--- config.mk ---
export PLATFORM = sky130hd
export DESIGN_NAME = step_decoder
export DESIGN_NICKNAME = d
export VERILOG_FILES = /design/src/rtl/step_decoder_pkg.sv /design/src/rtl/step_checker.sv /design/src/rtl/step_decoder.sv
export SDC_FILE = /design/constraint.sdc
export NUM_CORES = 1
export LEC_CHECK = 0
export ABC_AREA = 1
export CAP_MARGIN = 10
export CORE_MARGIN = 2
export CORE_UTILIZATION = 38
export CTS_CLUSTER_DIAMETER = 200
export DETAILED_ROUTE_END_ITERATION = 12
export GPL_ROUTABILITY_DRIVEN = 0
export PLACE_DENSITY = 0.77
export SLEW_MARGIN = 10
export SYNTH_ARGS = -nofsm -noshare
export SYNTH_HDL_FRONTEND = slang
export SYNTH_SLANG_ARGS = --single-unit
--- constraint.sdc ---
create_clock -name CLK -period 2.09 [get_ports CLK]
set_input_delay 0.627 -clock CLK [delete_from_list [all_inputs] [get_ports CLK]]
set_output_delay 0.627 -clock CLK [all_outputs]
set_load 0.005 [all_outputs]
--- src/rtl/step_decoder_pkg.sv ---
// Shared definitions for the step decoder: opcodes, phase indices, micro-op
// bit positions, SEQTYPE codes, checker state encodings and small decode helpers.
package step_decoder_pkg;

  localparam int MAX_EXEC_DEF = 6;

  // Phase vector layout used by every {CK_*} / {STB_*} bundle.
  localparam int NPH      = 10;
  localparam int PH_FETCH = 0;
  localparam int PH_AUTO1 = 1;
  localparam int PH_AUTO2 = 2;
  localparam int PH_IND   = 3;
  localparam int PH_EX1   = 4;

  localparam logic [2:0] OP_AND = 3'd0;
  localparam logic [2:0] OP_TAD = 3'd1;
  localparam logic [2:0] OP_ISZ = 3'd2;
  localparam logic [2:0] OP_DCA = 3'd3;
  localparam logic [2:0] OP_JMS = 3'd4;
  localparam logic [2:0] OP_JMP = 3'd5;
  localparam logic [2:0] OP_IOT = 3'd6;
  localparam logic [2:0] OP_OPR = 3'd7;

  localparam logic [1:0] SEQ_DIRECT = 2'b00;
  localparam logic [1:0] SEQ_IND    = 2'b01;
  localparam logic [1:0] SEQ_PPIND  = 2'b10;

  localparam logic [2:0] S_IDLE  = 3'd0;
  localparam logic [2:0] S_FETCH = 3'd1;
  localparam logic [2:0] S_AUTO1 = 3'd2;
  localparam logic [2:0] S_AUTO2 = 3'd3;
  localparam logic [2:0] S_IND   = 3'd4;
  localparam logic [2:0] S_EXEC  = 3'd5;

  localparam int U_MA_LD   = 0;
  localparam int U_MEM_RD  = 1;
  localparam int U_MEM_WE  = 2;
  localparam int U_AC_LD   = 3;
  localparam int U_AC_CLR  = 4;
  localparam int U_PC_LD   = 5;
  localparam int U_PC_INC  = 6;
  localparam int U_ALU_AND = 7;
  localparam int U_ALU_ADD = 8;
  localparam int U_MD_INC  = 9;
  localparam int U_LINK_LD = 10;
  localparam int U_IR_LD   = 11;
  localparam int U_IOT_EN  = 12;
  localparam int U_OPR_EN  = 13;
  localparam int U_AUTO_EN = 14;
  localparam int U_IND_EN  = 15;

  function automatic logic [2:0] exec_count(input logic [2:0] op);
    case (op)
      OP_AND, OP_TAD, OP_DCA, OP_JMS: return 3'd2;
      OP_ISZ, OP_OPR:                 return 3'd3;
      default:                        return 3'd1;
    endcase
  endfunction

  // hi = word[11:3]: opcode in [8:6], indirect bit in [5], page/offset in [4:0].
  function automatic logic [1:0] seq_of(input logic [8:0] hi);
    if (hi[8:6] == OP_IOT || hi[8:6] == OP_OPR || !hi[5]) return SEQ_DIRECT;
    else if (hi[4:0] == 5'b00001)                         return SEQ_PPIND;
    else                                                  return SEQ_IND;
  endfunction

endpackage

--- src/rtl/step_checker.sv ---
// Phase-ordering FSM: follows the sequencer's strobes, tracks the execute
// phase number and raises a sticky error on any protocol violation.
module step_checker
  import step_decoder_pkg::*;
#(
  parameter int MAX_EXEC = MAX_EXEC_DEF
) (
  input  logic           i_clk,
  input  logic           i_rst,
  input  logic [NPH-1:0] i_ck,
  input  logic [NPH-1:0] i_stb,
  input  logic [1:0]     i_seqtype,
  input  logic           i_done,
  output logic           o_err,
  output logic [2:0]     o_state,
  output logic [2:0]     o_ph
);

  logic [2:0] r_state;
  logic [2:0] r_ph;
  logic       r_err;

  logic       w_any_stb;
  logic       w_multi_ck;
  logic       w_orphan;
  logic       w_order_err;
  logic       w_max_err;
  logic [3:0] w_obs;
  logic [3:0] w_exp;
  logic [2:0] w_ex_n;
  logic [2:0] w_nxt_state;
  logic [2:0] w_nxt_ph;

  always_comb begin
    w_any_stb  = |i_stb;
    w_multi_ck = (i_ck & (i_ck - 10'd1)) != '0;
    w_orphan   = |(i_stb & ~i_ck);

    // Lowest-numbered strobe wins if several fire together.
    w_obs = '0;
    for (int k = NPH - 1; k >= 0; k--) begin
      if (i_stb[k]) w_obs = 4'(k);
    end

    case (r_state)
      S_AUTO1: w_exp = 4'(PH_AUTO1);
      S_AUTO2: w_exp = 4'(PH_AUTO2);
      S_IND:   w_exp = 4'(PH_IND);
      S_EXEC:  w_exp = 4'(PH_EX1 - 1) + {1'b0, r_ph};
      default: w_exp = 4'(PH_FETCH);
    endcase

    w_ex_n      = 3'(w_obs - 4'(PH_EX1) + 4'd1);
    w_order_err = w_any_stb && (w_obs != w_exp);
    w_max_err   = w_any_stb && (w_obs == 4'(PH_EX1 + MAX_EXEC - 1)) && !i_done;

    // Next state follows the observed phase, so an error resynchronises for free.
    w_nxt_state = r_state;
    w_nxt_ph    = r_ph;
    if (w_any_stb) begin
      if (w_obs == 4'(PH_FETCH)) begin
        case (i_seqtype)
          SEQ_PPIND: begin w_nxt_state = S_AUTO1; w_nxt_ph = 3'd0; end
          SEQ_IND:   begin w_nxt_state = S_IND;   w_nxt_ph = 3'd0; end
          default:   begin w_nxt_state = S_EXEC;  w_nxt_ph = 3'd1; end
        endcase
      end else if (w_obs == 4'(PH_AUTO1)) begin
        w_nxt_state = S_AUTO2;
        w_nxt_ph    = 3'd0;
      end else if (w_obs == 4'(PH_AUTO2)) begin
        w_nxt_state = S_IND;
        w_nxt_ph    = 3'd0;
      end else if (w_obs == 4'(PH_IND)) begin
        w_nxt_state = S_EXEC;
        w_nxt_ph    = 3'd1;
      end else if (i_done || w_obs >= 4'(PH_EX1 + MAX_EXEC - 1)) begin
        w_nxt_state = S_FETCH;
        w_nxt_ph    = 3'd0;
      end else begin
        w_nxt_state = S_EXEC;
        w_nxt_ph    = w_ex_n + 3'd1;
      end
    end
  end

  always_ff @(posedge i_clk or posedge i_rst) begin
    if (i_rst) begin
      r_state <= S_IDLE;
      r_ph    <= 3'd0;
      r_err   <= 1'b0;
    end else begin
      r_state <= w_nxt_state;
      r_ph    <= w_nxt_ph;
      if (w_multi_ck || w_orphan || w_order_err || w_max_err) r_err <= 1'b1;
    end
  end

  assign o_err   = r_err;
  assign o_state = r_state;
  assign o_ph    = r_ph;

endmodule

--- src/rtl/step_decoder.sv ---
// Control-side partner of the step sequencer: latches IR, returns SEQTYPE and
// DONE, decodes per-phase micro-op enables and generates the skip request.
module step_decoder
  import step_decoder_pkg::*;
#(
  parameter int MAX_EXEC = MAX_EXEC_DEF
) (
  input  logic        CLK,
  input  logic        RESET,
  input  logic        CK_FETCH,
  input  logic        CK_AUTO1,
  input  logic        CK_AUTO2,
  input  logic        CK_IND,
  input  logic        CK_1,
  input  logic        CK_2,
  input  logic        CK_3,
  input  logic        CK_4,
  input  logic        CK_5,
  input  logic        CK_6,
  input  logic        STB_FETCH,
  input  logic        STB_AUTO1,
  input  logic        STB_AUTO2,
  input  logic        STB_IND,
  input  logic        STB_1,
  input  logic        STB_2,
  input  logic        STB_3,
  input  logic        STB_4,
  input  logic        STB_5,
  input  logic        STB_6,
  input  logic [11:0] MD,
  input  logic        MD_ZERO,
  output logic [1:0]  SEQTYPE,
  output logic        DONE,
  output logic [15:0] UOP,
  output logic [11:0] IR,
  output logic        SKIP,
  output logic        ERR,
  output logic [2:0]  DBG_STATE,
  output logic [2:0]  DBG_PH
);

  logic [11:0]    r_ir;
  logic           r_skip;

  logic [NPH-1:0] w_ck;
  logic [NPH-1:0] w_stb;
  logic [8:0]     w_hi;
  logic [1:0]     w_seq;
  logic [2:0]     w_op;
  logic [2:0]     w_nexec;
  logic [5:0]     w_last_mask;
  logic           w_done;
  logic           w_opr_g2;
  logic           w_skip_cond;
  logic [15:0]    w_uop;

  assign w_ck  = {CK_6, CK_5, CK_4, CK_3, CK_2, CK_1, CK_IND, CK_AUTO2, CK_AUTO1, CK_FETCH};
  assign w_stb = {STB_6, STB_5, STB_4, STB_3, STB_2, STB_1,
                  STB_IND, STB_AUTO2, STB_AUTO1, STB_FETCH};

  always_ff @(posedge CLK or posedge RESET) begin
    if (RESET)          r_ir <= '0;
    else if (STB_FETCH) r_ir <= MD;
  end

  // Bypass MD during the fetch strobe so the sequencer sees the new route immediately.
  assign w_hi  = STB_FETCH ? MD[11:3] : r_ir[11:3];
  assign w_seq = seq_of(w_hi);

  assign w_op        = r_ir[11:9];
  assign w_nexec     = exec_count(w_op);
  assign w_last_mask = 6'b000001 << (w_nexec - 3'd1);
  assign w_done      = |(w_stb[NPH-1:PH_EX1] & w_last_mask);

  // OPR group 2 reuses the ISZ skip path; the sequencer presents the evaluated
  // skip condition on MD_ZERO.
  assign w_opr_g2    = (w_op == OP_OPR) && r_ir[8] && !r_ir[0];
  assign w_skip_cond = STB_3 && MD_ZERO && ((w_op == OP_ISZ) || w_opr_g2);

  always_ff @(posedge CLK or posedge RESET) begin
    if (RESET) r_skip <= 1'b0;
    else       r_skip <= w_skip_cond;
  end

  // Enables cover the whole CK window; state-changing loads need the strobe too.
  always_comb begin
    w_uop = '0;
    if (CK_FETCH) begin
      w_uop[U_MEM_RD] = 1'b1;
      w_uop[U_PC_INC] = 1'b1;
      w_uop[U_IR_LD]  = STB_FETCH;
    end
    if (CK_AUTO1) begin
      w_uop[U_AUTO_EN] = 1'b1;
      w_uop[U_MEM_RD]  = 1'b1;
      w_uop[U_MD_INC]  = 1'b1;
    end
    if (CK_AUTO2) begin
      w_uop[U_AUTO_EN] = 1'b1;
      w_uop[U_MEM_WE]  = STB_AUTO2;
    end
    if (CK_IND) begin
      w_uop[U_IND_EN] = 1'b1;
      w_uop[U_MEM_RD] = 1'b1;
      w_uop[U_MA_LD]  = 1'b1;
    end
    case (w_op)
      OP_AND, OP_TAD: begin
        if (CK_1) begin
          w_uop[U_MA_LD]  = 1'b1;
          w_uop[U_MEM_RD] = 1'b1;
        end
        if (CK_2) begin
          w_uop[U_ALU_AND] = (w_op == OP_AND);
          w_uop[U_ALU_ADD] = (w_op == OP_TAD);
          w_uop[U_AC_LD]   = STB_2;
          w_uop[U_LINK_LD] = STB_2 && (w_op == OP_TAD);
        end
      end
      OP_ISZ: begin
        if (CK_1) begin
          w_uop[U_MA_LD]  = 1'b1;
          w_uop[U_MEM_RD] = 1'b1;
        end
        if (CK_2) w_uop[U_MD_INC] = 1'b1;
        if (CK_3) w_uop[U_MEM_WE] = STB_3;
      end
      OP_DCA: begin
        if (CK_1) w_uop[U_MA_LD] = 1'b1;
        if (CK_2) begin
          w_uop[U_MEM_WE] = STB_2;
          w_uop[U_AC_CLR] = 1'b1;
        end
      end
      OP_JMS: begin
        if (CK_1) begin
          w_uop[U_MA_LD]  = 1'b1;
          w_uop[U_MEM_WE] = STB_1;
        end
        if (CK_2) w_uop[U_PC_LD] = STB_2;
      end
      OP_JMP: begin
        if (CK_1) w_uop[U_PC_LD] = STB_1;
      end
      OP_IOT: begin
        if (CK_1) w_uop[U_IOT_EN] = 1'b1;
      end
      default: begin
        if (CK_1 || CK_2 || CK_3) w_uop[U_OPR_EN] = 1'b1;
        if (CK_3 && !r_ir[8]) begin
          w_uop[U_AC_LD]   = STB_3;
          w_uop[U_LINK_LD] = STB_3;
        end
      end
    endcase
  end

  step_checker #(
    .MAX_EXEC (MAX_EXEC)
  ) u_checker (
    .i_clk     (CLK),
    .i_rst     (RESET),
    .i_ck      (w_ck),
    .i_stb     (w_stb),
    .i_seqtype (w_seq),
    .i_done    (w_done),
    .o_err     (ERR),
    .o_state   (DBG_STATE),
    .o_ph      (DBG_PH)
  );

  assign SEQTYPE = RESET ? 2'b00 : w_seq;
  assign DONE    = w_done && !RESET;
  assign UOP     = RESET ? 16'h0000 : w_uop;
  assign IR      = r_ir;
  assign SKIP    = r_skip;

endmodule

# ---- Word level (Yosys, flattened, before mapping)
# Cells that the tools add are included.
dict set report totals {
  reg_bits 20
  wordCells 138
  inputBits 35
}
dict set report op_classes {
  add_sub_neg 6
  shift 1
  bitwise 4
  muxes 62
  n_reduce_logical 38
  n_eq_ne 21
  n_lt_le_gt_ge 1
}
# cell n
set op_table {}
lappend op_table {{4-bit 2-to-1 mux} 10}
lappend op_table {{3-bit 2-to-1 mux} 10}
lappend op_table {{1-bit 2-to-1 mux} 25}
lappend op_table {{3-bit == test (second input constant)} 8}
lappend op_table {{10-bit AND} 2}
lappend op_table {{10-bit OR reduction} 2}
lappend op_table {{16-bit 2-to-1 mux} 1}
lappend op_table {{4-bit one-hot mux with 4 select lines} 1}
lappend op_table {{2-bit 2-to-1 mux} 7}
lappend op_table {{3-bit by 2-bit == test with 1-bit output (second input constant)} 4}
lappend op_table {{1-bit logical AND} 10}
lappend op_table {{10-bit inverter} 1}
lappend op_table {{10-bit nonzero test} 1}
lappend op_table {{10-bit by 1-bit subtractor with 10-bit output (second input constant)} 1}
lappend op_table {{1-bit logical OR} 9}
lappend op_table {{9-bit 2-to-1 mux} 1}
lappend op_table {{4-bit by 2-bit == test with 1-bit output (second input constant)} 2}
lappend op_table {{1-bit one-hot mux with 2 select lines} 4}
lappend op_table {{2-bit OR reduction} 4}
lappend op_table {{7-bit OR reduction} 1}
lappend op_table {{3-bit by 1-bit adder with 3-bit output (second input constant)} 2}
lappend op_table {{6-bit AND} 1}
lappend op_table {{3-bit one-hot mux with 2 select lines} 1}
lappend op_table {{6-bit OR reduction} 1}
lappend op_table {{other kinds (20)} 24}

# ---- Longest topological paths before layout
# Gate-level depths: netlist (run 1).
dict set report logic_depth {
  ltp_word 18
  mapped_depth 14
}

# ---- Modules after synthesis
# From an unflattened synthesis (run 1), not the netlist that was laid out.
dict set report hier_totals {
  cells_unflattened 287
  area_unflattened_um2 1813.0
}
# module seq_area_each_um2 instances cells_each area_per_inst_um2
set modules_own_cells {}
lappend modules_own_cells {step_decoder 325.3 1 157 973.4}
lappend modules_own_cells {step_checker 175.2 1 130 839.6}

# ---- Least setup slack after synthesis (run 1)
# Ideal clock, no wire load.
dict set report synth_path {
  kind {in2out}
  start {input port RESET}
  end {output port UOP[7]}
  cell_stages 3
  arrival_time_ps 1552
  n_path_buf 0
  setup_slack_ps -89
  required_time_ps 1463
  path_cell_list {inv_1 nand2_1 nor3_1}
}
dict set report synth_via {
  elab_chain_len 1
}
# element line_no
set synth_lines {}
lappend synth_lines {{start: declaration} step_decoder.sv:9} ;# input logic RESET,
lappend synth_lines {{16-bit 2-to-1 mux} step_decoder.sv:174} ;# assign UOP = RESET ? 16'h0000 : w_uop;
lappend synth_lines {{end: declaration} step_decoder.sv:34} ;# output logic [15:0] UOP,
# Every way passes these cells.

# ---- Final worst setup path (run 1)
dict set report layout_path {
  start {input port STB_FETCH}
  end {output port SEQTYPE[1]}
}
dict set report layout_via {
  elab_chain_len 6
  word_cells_on_any_way 10
  cone_classes {3 x eq/ne; 4 x mux; 3 x reduce/logical}
}
# element line_no
set layout_lines {}
lappend layout_lines {{start: declaration} step_decoder.sv:20} ;# input logic STB_FETCH,
lappend layout_lines {{9-bit 2-to-1 mux (*)} step_decoder.sv:67} ;# assign w_hi = STB_FETCH ? MD[11:3] : r_ir[11:3];
lappend layout_lines {{3-bit == test} step_decoder_pkg.sv:62} ;# if (hi[8:6] == OP_IOT || hi[8:6] == OP_OPR || !hi[5]) return SEQ_DIRECT;
lappend layout_lines {{1-bit logical OR (2 in series)} step_decoder_pkg.sv:62}
lappend layout_lines {{2-bit 2-to-1 mux (*)} step_decoder_pkg.sv:62}
lappend layout_lines {{2-bit 2-to-1 mux (*)} step_decoder.sv:172} ;# assign SEQTYPE = RESET ? 2'b00 : w_seq;
lappend layout_lines {{end: declaration} step_decoder.sv:32} ;# output logic [1:0] SEQTYPE,
# Every way passes the cells marked *; elsewhere a longest branch is shown, timed or not.

==> results of run 1 <==
[synth_stat cells (all sizes together) (2+ instances only)]
cell type / instances / area, µm²
nand2: 82 / 307.8
inv: 44 / 165.2
nor2: 35 / 133.9
dfrtp: 20 / 500.5
nand3: 19 / 100.1
o21ai: 17 / 92.59
a21oi: 14 / 70.07
nor3: 9 / 55.05
o22ai: 8 / 50.05
or2: 5 / 31.29
buf: 4 / 38.78
o211ai: 2 / 15.01
[routing by layer]
| metal | part of all wire (%) | routed length (µm) |
|---|---|---|
| met3 | 10 | 919 |
| met5 | 0 | 0 |
| met4 | 6.6 | 600 |
| met1 | 36 | 3210 |
| met2 | 48 | 4296 |
[worst max-delay path, delay by kind of cell]
kind                   cells  cell delay [ns]
AOI/OAI and AO/OA          1             0.09
and+or+nand+nor            5             0.79
buffers and inverters      3             0.25
[cell families (layout without fill, tap and decap cells)]
kind of cell / Yosys count / count (layout)
AND/OR/NAND/NOR: 152 / 152
adder cells (fa/ha/maj): 1 / 1
buffers and inverters: 49 / 218
XOR/XNOR: 1 / 1
flip-flops: 20 / 20
AO/OA/AOI/OAI: 49 / 49
[worst paths after layout]
kind / endpoint / slack, ns / depth (start not counted)
setup / recovery: SEQTYPE[1] / -0.29 / 9
hold / removal: IR[2] / 0.51 / 2
setup reg to reg: u_checker.o_ph[1] / -0.09 / 16
hold reg to reg: IR[2] / 0.51 / 2
max in group asynchronous: IR[10] / 1.18 / 5
min in group asynchronous: u_checker.o_err / 0.60 / 5
[flip-flops by register name, summed over array words and instances (netlist names)]
register / count
u_checker.o_state: 3
IR: 12
SKIP: 1
u_checker.o_err: 1
u_checker.o_ph: 3
[power breakdown]
group / leakage, µW / switching (µW) / internal, µW
sequential: 0.000237 / 40.3 / 420
combinational: 0.00151 / 389 / 377
clock: 0.0000288 / 146 / 169
[metrics by stage]
step | total power (µW) | instance area (µm²) | setup WS (ns) | utilization, %
3_5_place_dp | 1020 | 2913 | -1.147 | 67.83
4_1_cts | 1386 | 3234 | -0.2741 | 75.32
2_1_floorplan | 679.6 | 1664 | -0.06867 | -
6_report | 1541 | 3463 | -0.2860 | 80.65
5_1_grt | 1600 | 3463 | -0.3466 | 80.65
3_3_place_gp | 1007 | 2913 | -0.9943 | 67.83
[timing repair]
item,in CTS,in global routing
buffers inserted,27,9
endpoints found under the setup margin,26,19
gates cloned,1,0
gates resized for setup,168,64
pin swaps,32,21
[layout make-up]
class | instances | area, µm² | share of cell area [%]
timing repair buffer | 170 | 1414 | 40.82
multi-input combinational | 203 | 1247 | 36.02
sequential | 20 | 503.0 | 14.52
inverter | 44 | 178.9 | 5.166
tap | 52 | 65.06 | 1.879
clock buffer | 4 | 55.05 | 1.590
==> results.py, run 1 <==
metrics = {
    "sta": {
        "worstMarginPinSlew_ns": 0.3957,
        "hold_slack_ns": 0.5077,
        "final.period_utilization_pct": 113.7,
        "fin_tns_setup_ns": -2.347,
        "post-route-min-period_ns": 2.376,
        "drv_slew": 0,
        "slew_headroom_pct": 73.62,
        "fin_skew_ns": 0.009140,
        "rsz0062_at_grt": "yes",
        "setup_viol": 17,
        "worst_slack_ns": -0.2860,
        "fmax_ghz": 0.4209,
        "finalHoldViolCount": 0,
    },
    "logic_synthesis": {
        "yosys.area_share.simple_pct": 38.58,
        "synth-seq-cells": 20,
        "netlist_area_um2": 1660,
        "synthCells": 272,
        "syn_nets": 308,
        "synth_edf_count": 0,
        "synth_top_family_by_area": "simple AND/OR/NAND/NOR gates",
        "synth_compound_area_share_pct": 17.48,
        "syn_area_per_cell_um2": 6.104,
        "synthDistinctLibCells": 34,
        "synth_xor_area_share_pct": 0.5275,
        "seq_area_frac_synth_pct": 30.14,
        "synthArstFlopShare_pct": 100.0,
        "synth_mux_area_share_pct": 0,
        "synthAdderAreaFrac_pct": 0.7536,
        "ys.flop_type": "dfrtp_1",
        "yosys_warnings": 0,
    },
    "global_routing": {
        "grt-ovfl-total": 0,
        "grt_pass1_vias": 2701,
        "met1_usage_pct": 34.09,
        "antenna_found_initial": 0,
        "grt.total_usage_pct": 31.04,
        "grt_pass1_wl_mm": 12.19,
        "grt_max_degree": 19,
        "grt-busiest-layer": "met2",
        "use_met3_pct": 7.071,
        "use_met2_pct": 55.45,
    },
    "critical_path": {
        "worstPathArrival_ns": 1.75,
        "crit_path_start": "STB_FETCH",
        "worst_path_max_delay_cell": "nor3_4",
        "crit_top_cell": "nand2_2",
        "startpoint_type": "input pin",
        "path_class": "input pin to output port",
        "critical-path-max-stage-delay_ns": 0.24,
        "critPathCaptureType": "output port",
        "path_cells": "buf_8, inv_6, or2_1, o21ai_2, nand2_2, nor3_4, nand2_2, nor2_4, buf_2",
        "reg2reg_from": "IR[11]",
        "path_max_fanout": 5,
        "required_ns": 1.46,
    },
    "drt": {
        "wire_per_inst_um": 18.31,
        "ant_nets": 0,
        "wl_mm": 9.026,
        "vias": 2822,
        "drt-initial-drc-count": 305,
        "drc": 0,
        "firstDrtPassIters": 7,
        "drt-vias-per-instance": 5.724,
    },
    "layout": {
        "fin_cells": 493,
        "layout_common_cells": "buf_4, nand2_1, clkdlybuf4s50_1",
        "num-fill-cells": 252,
        "drive_above_1_share_pct": 47.17,
        "syn2layout_area_growth_pct": 108.6,
        "nNetsFinal": 478,
        "layout_commonest_cell": "buf_4",
        "antenna-diode-count": 0,
    },
    "clock_network": {
        "hold_buffers": 0,
        "cts_buffers": 3,
        "clkSlewWorstSetupHoldPaths_ns": 0.08,
        "cts_buffer_depth": 2,
        "cts_htree_levels": 1,
        "clk_latency_ns": 0.28,
        "cts_tree": "yes",
        "cts_root_buf": "clkbuf_8",
        "clock-sinks": 20,
    },
    "power_and_ir_drop": {
        "power_density_nw_per_um2": 444.9,
        "p_leak_uw": 0.001780,
        "ir_worst_vdd_mv": 0.3782,
    },
    "job": {
        "drv_cap": 0,
    },
    "run_status": {
        "violations": "negative setup slack",
        "status": "finished with violations",
    },
    "floorplan": {
        "die_x_um": 70.10,
        "num_io_pins": 74,
        "dieArea_um2": 4914,
        "num_rows": 24,
        "initial_utilization_pct": 38.67,
        "coreArea_um2": 4294,
        "floorplan.die.height_um": 70.10,
    },
    "min_path": {
        "hp-start": "IR[2]",
        "min_path_type": "flop to flop",
    },
    "placement": {
        "dp.cells": 458,
        "portBuffers": 73,
        "hpwl_mm": 4.760,
    },
}
No activity file was read; power rests on OpenSTA's default activity.
==> run 2, diff against run 1 <==
- CORE_UTILIZATION: 38 -> 39
- REMOVE_ABC_BUFFERS: default -> 1
- SYNTH_HIERARCHICAL: default -> 1
==> results.py, run 2 <==
metrics = {
    "layout": {
        "design_area_um2": 3463,
        "largest_reg_flops": 12,
        "layout_commonest_cell": "buf_4",
        "layout_common_cells": "buf_4, nand2_1, inv_1",
        "drive_above_1_share_pct": 44.06,
        "syn2layout_area_growth_pct": 91.03,
        "final_core_util_pct": 78.46,
        "nNetsFinal": 477,
        "antenna-diode-count": 0,
    },
    "sta": {
        "worst_slack_ns": -0.1838,
        "slew_headroom_pct": 76.53,
        "drv_slew": 0,
        "final.period_utilization_pct": 108.8,
        "post-route-min-period_ns": 2.274,
        "finalHoldViolCount": 0,
        "rsz0062_at_grt": "yes",
        "hold_slack_ns": 0.5015,
        "fmax_ghz": 0.4398,
        "setup_viol": 4,
        "fin_skew_ns": 0.004939,
        "worstMarginPinSlew_ns": 0.3512,
    },
    "drt": {
        "wire_per_inst_um": 14.93,
        "vias": 2528,
        "drc": 0,
        "firstDrtPassIters": 4,
        "drt-vias-per-instance": 5.159,
        "wl_mm": 7.314,
        "drt-initial-drc-count": 146,
        "ant_nets": 0,
    },
    "clock_network": {
        "clkSlewWorstSetupHoldPaths_ns": 0.09,
        "clk_latency_ns": 0.28,
        "hold_buffers": 0,
        "cts_tree": "yes",
        "cts_buffers": 3,
        "clock-sinks": 20,
        "cts_root_buf": "clkbuf_8",
        "cts_buffer_depth": 2,
        "cts_htree_levels": 1,
    },
    "logic_synthesis": {
        "syn_area_per_cell_um2": 6.317,
        "synth_top_cell_by_area": "dfrtp_1",
        "synthTopCellsByArea": "dfrtp_1, nand2_1, inv_1",
        "synth_edf_count": 0,
        "synthCells": 287,
        "netlist_area_um2": 1813,
        "synth-seq-cells": 20,
        "ys.flop_type": "dfrtp_1",
        "netlist_top_cells_count": "nand2_1, inv_1, nor2_1, dfrtp_1, nand3_1",
        "yosys.cell_count.top_type": "nand2_1",
        "synthDistinctLibCells": 34,
        "yosys_warnings": 6,
        "synthArstFlopShare_pct": 100.0,
        "yosys.area.top_type_share_pct": 27.61,
        "seq_area_frac_synth_pct": 27.61,
    },
    "critical_path": {
        "critPathCaptureType": "output port",
        "path_max_fanout": 6,
        "path_class": "input pin to output port",
        "worstPathArrival_ns": 1.65,
        "startpoint_type": "input pin",
        "required_ns": 1.46,
    },
    "placement": {
        "hpwl_mm": 4.554,
        "post-place-ws_ns": -0.8741,
        "portBuffers": 73,
        "dpl_cell_area_um2": 2963,
    },
    "floorplan": {
        "num_io_pins": 74,
        "initial_utilization_pct": 41.07,
        "num_rows": 24,
        "die_x_um": 72.18,
        "dieArea_um2": 5210,
        "floorplan.die.height_um": 72.18,
        "coreArea_um2": 4414,
    },
    "power_and_ir_drop": {
        "swShare_pct": 33.83,
        "power_density_nw_per_um2": 451.9,
        "power_switching_uw": 529.4,
        "seq_power_share_pct": 29.5,
        "total_power_uw": 1565,
        "p_leak_uw": 0.001822,
        "internal_power_uw": 1036,
        "ir_worst_vdd_mv": 0.3687,
        "pwr-share-clk_pct": 26.3,
        "comb_power_share_pct": 44.2,
    },
    "global_routing": {
        "grt_max_degree": 14,
        "grt-ovfl-total": 0,
        "antenna_found_initial": 0,
        "grt_pass1_wl_mm": 10.63,
        "grt.total_usage_pct": 25.80,
        "grt_pass1_vias": 2402,
    },
    "run_status": {
        "status": "finished with violations",
        "violations": "negative setup slack",
    },
    "job": {
        "drv_cap": 0,
    },
    "min_path": {
        "min_path_type": "flop to flop",
    },
}
run 2: area by class of cell:
class | instances | area, µm²
clock buffer | 3 | 41.29
clock inverter | 1 | 30.03
fill | 278 | 950.9
inverter | 53 | 211.5
multi-input combinational | 209 | 1295
sequential | 20 | 504.2
tap | 52 | 65.06
timing repair buffer | 152 | 1316
run 2: kinds of logic (layout without fill, tap and decap cells):
kind of cell / Yosys count / count (layout) / synth area share [%]
flip-flops: 20 / 20 / 27.61
adder cells (fa/ha/maj): 3 / 3 / 2.071
AND/OR/NAND/NOR: 157 / 157 / 39.13
XOR/XNOR: 5 / 5 / 2.415
buffers and inverters: 58 / 209 / 13.73
AO/OA/AOI/OAI: 44 / 44 / 15.04
run 2: power by group through the flow:
stage                     sequential (µW)  combinational [µW]  clock (µW)
after global placement                459                 537           0
after detailed placement              458                 546           0
after CTS                             454                 614         401
after floorplan                       458                 217           0
after global routing                  465                 745         430
final                                 462                 692         411
run 2: metrics by stage:
step,cells,TNS (ns)
2_1_floorplan,282,0
3_3_place_gp,459,-14.56
3_5_place_dp,459,-15.05
4_1_cts,484,-0.2700
5_1_grt,490,-0.8889
6_report,490,-0.4453
run 2: what timing repair did:
action,in CTS,in global routing
pin swaps,26,23
gates resized for setup,155,53
setup buffers,23,9
hold endpoints to repair,0,0
endpoints found under the setup margin,26,21
run 2: path summary, 6_finish.rpt:
check,endpoint,from,slack [ns],depth (start not counted)
max,SEQTYPE[0],STB_FETCH,-0.18,9
min,IR[1],IR[1],0.50,2
max in group asynchronous,u_checker/o_ph[1],RESET,1.27,4
max reg2reg,u_checker/o_ph[0],IR[10],0.12,12
min in group asynchronous,IR[11],RESET,0.52,4
min reg2reg,IR[1],IR[1],0.50,2
run 2: worst max-delay path: stages:
cell	delay (ns)
buf_12	0.09
buf_8	0.12
buf_6	0.12
o21ai_4	0.06
a21oi_2	0.19
nand2_2	0.11
buf_6	0.13
nor2_2	0.07
buf_2	0.11
run 2: routing by layer:
layer / vias to the layer above / GRT usage, % / routed length, µm
li1: 1211 / - / -
met1: 1175 / 31.76 / 2857
met2: 112 / 46.38 / 3720
met3: 30 / 3.750 / 448
met4: 0 / 7.757 / 286
met5: - / 0 / 0
